===== config.mk =====
export PLATFORM = sky130hd
export DESIGN_NAME = trap_ctrl
export DESIGN_NICKNAME = d
export VERILOG_FILES = /design/src/rtl/trap_ctrl.sv
export SDC_FILE = /design/constraint.sdc
export NUM_CORES = 1
export LEC_CHECK = 0
export ABC_AREA = 1
export BUFFER_PORTS_ARGS = -buffer_cell sky130_fd_sc_hd__clkbuf_2
export CORE_MARGIN = 1.5
export CORE_UTILIZATION = 50
export CTS_CLUSTER_DIAMETER = 200
export DETAILED_ROUTE_END_ITERATION = 8
export PLACE_DENSITY_LB_ADDON = 0.12
export SYNTH_ARGS = -nofsm -noshare
export SYNTH_HDL_FRONTEND = slang
export SYNTH_SLANG_ARGS = --single-unit

===== constraint.sdc =====
create_clock -name clk_i -period 26.1 [get_ports clk_i]
set_input_delay 1.305 -clock clk_i [delete_from_list [all_inputs] [get_ports clk_i]]
set_output_delay 1.305 -clock clk_i [all_outputs]
set_load 0.03 [all_outputs]

===== src/rtl/trap_ctrl.sv =====
// Trap sequencer: takes exceptions and MRET from writeback, flushes, writes CSRs, redirects fetch.
// Optional interrupt entry is enabled by defining TRAP_IRQ_EN.
module trap_ctrl #(
  parameter int unsigned       XLEN     = 32,
  parameter logic [XLEN-1:0]   RESET_PC = 32'h0000_0000
) (
  input  logic            clk_i,
  input  logic            rst_i,
  input  logic            exc_valid_i,
  input  logic [5:0]      exc_flags_i,
  input  logic            mret_i,
  input  logic [XLEN-1:0] pc_i,
  input  logic [XLEN-1:0] instr_i,
  input  logic [XLEN-1:0] badaddr_i,
  input  logic            pipe_empty_i,
  input  logic [XLEN-1:0] csr_target_i,
  input  logic [XLEN-1:0] mstatus_i,
  input  logic [XLEN-1:0] mcause_i,
  input  logic [XLEN-1:0] mtval_i,
`ifdef TRAP_IRQ_EN
  input  logic            irq_timer_i,
  input  logic            irq_ext_i,
  input  logic [XLEN-1:0] mie_i,
`endif
  output logic            busy_o,
  output logic            flush_o,
  output logic            we_exc_o,
  output logic [XLEN-1:0] mcause_o,
  output logic [XLEN-1:0] mepc_o,
  output logic [XLEN-1:0] mtval_o,
  output logic [XLEN-1:0] mstatus_o,
  output logic            aux_o,
  output logic            redirect_valid_o,
  output logic [XLEN-1:0] redirect_pc_o
);

  typedef enum logic [2:0] {StIdle, StMretRd, StFlush, StWrite, StRedirect} state_e;

  state_e          state_q;
  logic            is_mret_q;
  logic [XLEN-1:0] cause_q, epc_q, tval_q, mstat_q;

  logic [XLEN-1:0] exc_cause, exc_tval, trap_mstatus, mret_mstatus;
  logic            irq_take;
  logic [XLEN-1:0] irq_cause;

`ifdef TRAP_IRQ_EN
  always_comb begin
    irq_take  = 1'b0;
    irq_cause = '0;
    if (mstatus_i[3]) begin
      if (irq_ext_i && mie_i[11]) begin
        irq_take  = 1'b1;
        irq_cause = 32'h8000_000B;
      end else if (irq_timer_i && mie_i[7]) begin
        irq_take  = 1'b1;
        irq_cause = 32'h8000_0007;
      end
    end
  end
`else
  assign irq_take  = 1'b0;
  assign irq_cause = '0;
  logic unused_pc_lsbs;
  assign unused_pc_lsbs = ^pc_i[1:0];
`endif

  always_comb begin
    // No flag set is reported as an illegal instruction.
    exc_cause = 32'd2;
    exc_tval  = instr_i;
    if (exc_flags_i[0]) begin
      exc_cause = 32'd0;
      exc_tval  = badaddr_i;
    end else if (exc_flags_i[1]) begin
      exc_cause = 32'd2;
      exc_tval  = instr_i;
    end else if (exc_flags_i[4]) begin
      exc_cause = 32'd3;
      exc_tval  = '0;
    end else if (exc_flags_i[5]) begin
      exc_cause = 32'd11;
      exc_tval  = '0;
    end else if (exc_flags_i[3]) begin
      exc_cause = 32'd6;
      exc_tval  = badaddr_i;
    end else if (exc_flags_i[2]) begin
      exc_cause = 32'd4;
      exc_tval  = badaddr_i;
    end
    trap_mstatus        = mstatus_i;
    trap_mstatus[7]     = mstatus_i[3];
    trap_mstatus[3]     = 1'b0;
    trap_mstatus[12:11] = 2'b11;
    mret_mstatus        = mstatus_i;
    mret_mstatus[3]     = mstatus_i[7];
    mret_mstatus[7]     = 1'b1;
    mret_mstatus[12:11] = 2'b11;
  end

  always_ff @(posedge clk_i or posedge rst_i) begin
    if (rst_i) begin
      state_q       <= StIdle;
      is_mret_q     <= 1'b0;
      cause_q       <= '0;
      epc_q         <= '0;
      tval_q        <= '0;
      mstat_q       <= '0;
      mcause_o      <= '0;
      mepc_o        <= '0;
      mtval_o       <= '0;
      mstatus_o     <= '0;
      redirect_pc_o <= RESET_PC;
    end else begin
      unique case (state_q)
        StIdle: begin
          if (exc_valid_i) begin
            cause_q   <= exc_cause;
            epc_q     <= {pc_i[XLEN-1:2], 2'b00};
            tval_q    <= exc_tval;
            mstat_q   <= trap_mstatus;
            is_mret_q <= 1'b0;
            state_q   <= StFlush;
          end else if (mret_i) begin
            mstat_q   <= mret_mstatus;
            is_mret_q <= 1'b1;
            state_q   <= StMretRd;
          end else if (irq_take) begin
            cause_q   <= irq_cause;
            epc_q     <= pc_i;
            tval_q    <= '0;
            mstat_q   <= trap_mstatus;
            is_mret_q <= 1'b0;
            state_q   <= StFlush;
          end
        end
        StMretRd: begin
          // aux_o is high here, so csr_target_i carries mepc.
          epc_q   <= csr_target_i;
          cause_q <= mcause_i;
          tval_q  <= mtval_i;
          state_q <= StFlush;
        end
        StFlush: begin
          if (pipe_empty_i) begin
            mcause_o  <= cause_q;
            mepc_o    <= epc_q;
            mtval_o   <= tval_q;
            mstatus_o <= mstat_q;
            state_q   <= StWrite;
          end
        end
        StWrite: begin
          redirect_pc_o <= is_mret_q ? epc_q : {csr_target_i[XLEN-1:2], 2'b00};
          state_q       <= StRedirect;
        end
        StRedirect: state_q <= StIdle;
        default:    state_q <= StIdle;
      endcase
    end
  end

  assign busy_o           = (state_q != StIdle);
  assign flush_o          = (state_q == StFlush);
  assign we_exc_o         = (state_q == StWrite);
  assign redirect_valid_o = (state_q == StRedirect);
  assign aux_o            = (state_q == StMretRd);

endmodule


* Yosys cells after proc, flatten, opt, wreduce, memory -nomap -nowiden
Index checks and enable logic that the tools add are counted.
** Cells by class
- Equality and inequality tests :: 7
- Multiplexer cells :: 27
- Reduce and logical (&&, ||, !) cells :: 8
** Operators by type and width (count)
- 32-bit 2-to-1 mux :: 14
- 32-bit case mux with 2 select lines :: 3
- 3-bit 2-to-1 mux :: 5
- 3-bit case mux with 4 select lines :: 1
- 4-bit 2-to-1 mux :: 2
- 2-bit AND reduction :: 4
- 3-bit by 2-bit equality test with 1-bit output (second input constant) :: 2
- 2-bit inequality test (second input constant) :: 2
- 2-bit nonzero test :: 2
- 3-bit by 1-bit equality test with 1-bit output (second input constant) :: 1
- 3-bit equality test (second input constant) :: 1
- 3-bit zero test :: 1
- 3-bit inequality test (second input constant) :: 1
- 3-bit nonzero test :: 1
- 1-bit 2-to-1 mux :: 2
** Word-level totals
- Bits in registers :: 292

* Depth between registers and ports, before layout
- Depth after elaboration :: 8
- Gate-level depth with buffers :: 9
- Gate-level depth less buffers :: 8

* Least setup slack after synthesis
Ideal clock, no wire load.
- Path type :: register to output
- Start point :: register state_q[2]
- End point :: output port flush_o
- Data arrival time :: 1.162 ns
- Data required time :: 24.795 ns
- Slack :: 23.633 ns
- Stages on the path, launching flop included :: 5
- Path buffers :: 1
- Cells stage by stage :: dfrtp_1 -> inv_2 -> nand3_1 -> inv_2 -> clkbuf_1
** Between the ends
- Longest elaborated chain between the ends :: 1
** RTL lines
- start: declaration :: RTL line 39 : state_e state_q;
- start signal: assignment :: RTL line 103 : state_q <= StIdle;
- start signal: assignment :: RTL line 123 : state_q <= StFlush;
- start signal: assignment :: RTL line 127 : state_q <= StMretRd;
- 3-bit by 2-bit equality test with 1-bit output :: RTL line 164 : assign flush_o = (state_q == StFlush);
- end: declaration :: RTL line 26 : output logic flush_o,
Every way passes these cells.

* Final worst setup path
- Start point :: register state_q[0]
- End point :: output port we_exc_o
** Between the ends
- Longest elaborated chain between the ends :: 1
** RTL lines
- 3-bit by 2-bit equality test with 1-bit output :: RTL line 165 : assign we_exc_o = (state_q == StWrite);
- end: declaration :: RTL line 27 : output logic we_exc_o,
Every way passes these cells.

==> flow_summary.json <==
{
  "max-cap-violations": 0,
  "syn_area_sq_um": 12400,
  "fin_crit_sh_pct": 13.4,
  "ff_latch_area_sq_um": 7260,
  "use_met1_pct": 37.4,
  "rsz0062_at_grt": "false",
  "routed_wl_mm": 35.5,
  "die_h_um": 160,
  "setup_ws_ps": 22610,
  "setup_viol": 0,
  "numClockSinks": 290,
  "synthDistinctLibCells": 25,
  "rows": 57,
  "max-clock-path-buffers": 3,
  "final_common_cell": "nand2_1",
  "worst_setup_path_start_kind": "flip-flop",
  "drc_errors": 0,
  "finalPower_mw": 2.12,
  "die_w_um": 160,
  "hp-class": "reg2reg",
  "antenna_left": 0,
  "synthCells": 1483,
  "first_iter_violations": 1033,
  "dpl.hpwl_mm": 22.9,
  "ios": 400,
  "power_frac_comb_pct": 43.3,
  "cts_setup_buffers": 0,
  "grt_overflow": 0,
  "status": "finished clean",
  "syn_nets": 1718,
  "ir_drop_v": 0.0000671,
  "dp.cells": 2111,
  "use_met3_pct": 5.32,
  "vias": 11200,
  "clk_root_buffer_cell": "clkbuf_16",
  "cts_tree": "built",
  "power.density_nw_per_um2": 137,
  "syn-mean-instance-area_sq_um": 8.33,
  "wire_per_inst_um": 16.4,
  "insertion_delay_ps": 550,
  "cp.arrival_ps": 2180,
  "portBuffers": 395,
  "grtUsageTotal_pct": 28.0,
  "fin_cells": 2165,
  "core_sq_um": 24200,
  "p_sw_mw": 0.950,
  "grt_pass1_wl_mm": 57.7,
  "required_ps": 24790,
  "grt_use_met2_pct": 45.6,
  "timing.setup.tns_ps": 0,
  "num_antenna_cells": 0,
  "first_pass_iters": 7,
  "cp-end-kind": "output pin",
  "ys_ff_latch": 290,
  "clock_power_share_pct": 20.6,
  "seqPwrFrac_pct": 36.0,
  "yosysSeqAreaShare_pct": 58.8,
  "path_clk_slew_ps": 60,
  "viasPerCell": 5.18,
  "start_util_pct": 50.9,
  "cts-buffers-inserted": 30,
  "slew_viol_final": 0,
  "utilization_pct": 63.6,
  "nets": 2054,
  "top_usage_layer": "met2",
  "slew_headroom_pct": 24.0,
  "hold_viol_final": 0,
  "antenna_found_initial": 0,
  "cts_resized": 0,
  "post-place-ws_ps": 22270,
  "hold_ws_ps": 459,
  "die_area_sq_um": 25700,
  "power.leakage_nw": 8.40,
  "place_congestion": 0.856,
  "multi_input_area_sq_um": 4460,
  "cts-hold-fix-buffers": 0,
  "path_class": "reg2out",
  "fin_crit_ps": 3490,
  "cp_max_fo": 65,
  "swShare_pct": 44.9,
  "fill_cells": 2136,
  "worst_slew_pin_slew_ps": 1140,
  "fin_area_sq_um": 15400,
  "grt_pass1_vias": 10800,
  "area_delta_synth_final_pct": 24.8,
  "drive_gt1_share_pct": 25.3,
  "placed_area_sq_um": 14400,
  "htree_levels": 1,
  "yosys_warnings": 0,
  "grt_max_degree": 163,
  "r2r_setup_slack_ps": 23510,
  "finalClockSkew_ps": 17.0,
  "intPower_mw": 1.17,
  "final_cell_mix": "nand2_1 (595), clkbuf_2 (394), dfrtp_1 (290)",
  "fmax_mhz": 287
}
## registers in the layout, indices dropped and copies added, names as in the netlist
| signal | cells |
|---|---|
| tval_q | 32 |
| cause_q | 32 |
| is_mret_q | 1 |
| mstatus_o | 31 |
| redirect_pc_o | 32 |
| mtval_o | 32 |
| epc_q | 32 |
| mcause_o | 32 |
| mepc_o | 32 |
| state_q | 3 |
| mstat_q | 31 |
## metal layers
metal	vias up	part of all wire, %
li1	5431	-
met4	0	3.7
met3	78	7.7
met5	-	0
met1	5261	41
met2	440	48
## synthesized netlist by cell type
master	instances	area (sq um)
inv_1	45	169
o21ai_0	72	360
nand2_2	2	12.5
nand3_1	132	661
dfrtp_1	290	7260
nand3b_1	1	7.51
nand4_1	34	213
a31oi_1	60	375
clkbuf_1	52	195
o21ai_4	1	16.3
inv_2	6	22.5
buf_2	34	170
o21ai_1	1	5.00
nand3_2	1	10.0
clkinv_1	1	3.75
nand2_1	595	2230
nor2_2	1	6.26
o211ai_1	1	7.51
buf_6	2	22.5
nor2_1	130	488
a21oi_1	2	10.0
buf_1	9	33.8
o22ai_1	1	6.26
nor3_1	4	20.0
buf_4	6	45.0
## final timing paths
kind	start	end	depth (start not counted)
min	mstat_q[12]$_DFFE_PP0P_	mstat_q[12]$_DFFE_PP0P_	2
max reg2reg	state_q[2]$_DFFE_PP0P_	tval_q[25]$_DFFE_PP0P_	9
max in group asynchronous	rst_i	mepc_o[18]$_DFFE_PP0P_	3
min in group asynchronous	rst_i	redirect_pc_o[6]$_DFFE_PP0P_	2
min reg2reg	mstat_q[12]$_DFFE_PP0P_	mstat_q[12]$_DFFE_PP0P_	2
max	state_q[0]$_DFFE_PP0P_	we_exc_o	4
## cell families (layout without fill, tap and decap cells)
kind of cell           count (synthesis)  after routing  share of synthesized area [%]
buffers and inverters                155            513                           5.36
DFF                                  290            290                           58.8
AOI/OAI and AO/OA                    138            138                           6.32
and+or+nand+nor                      900            900                           29.6
## power groups by stage
stage | logic, mW | clock network, mW | registers, mW
after floorplan | 0.449 | 0 | 0.961
after global placement | 0.905 | 0 | 0.758
after detailed placement | 0.923 | 0 | 0.766
after CTS | 0.926 | 0.444 | 0.762
after global routing | 1.02 | 0.464 | 0.786
final | 0.916 | 0.436 | 0.763
## layout make-up
class | count | area share (%)
Clock inverter | 7 | 0.787
Multi-Input combinational cell | 1038 | 28.9
Clock buffer | 47 | 5.80
Tap cell | 324 | 2.63
Sequential cell | 290 | 47.1
Inverter | 52 | 1.32
Timing Repair Buffer | 407 | 13.4
## worst max-delay path, stage by stage (launching register included)
cell      delay (ps)
dfrtp_1          450
inv_2             70
nor3_2           170
buf_4            570
clkbuf_2         330
(Power assumes the default switching activity.)
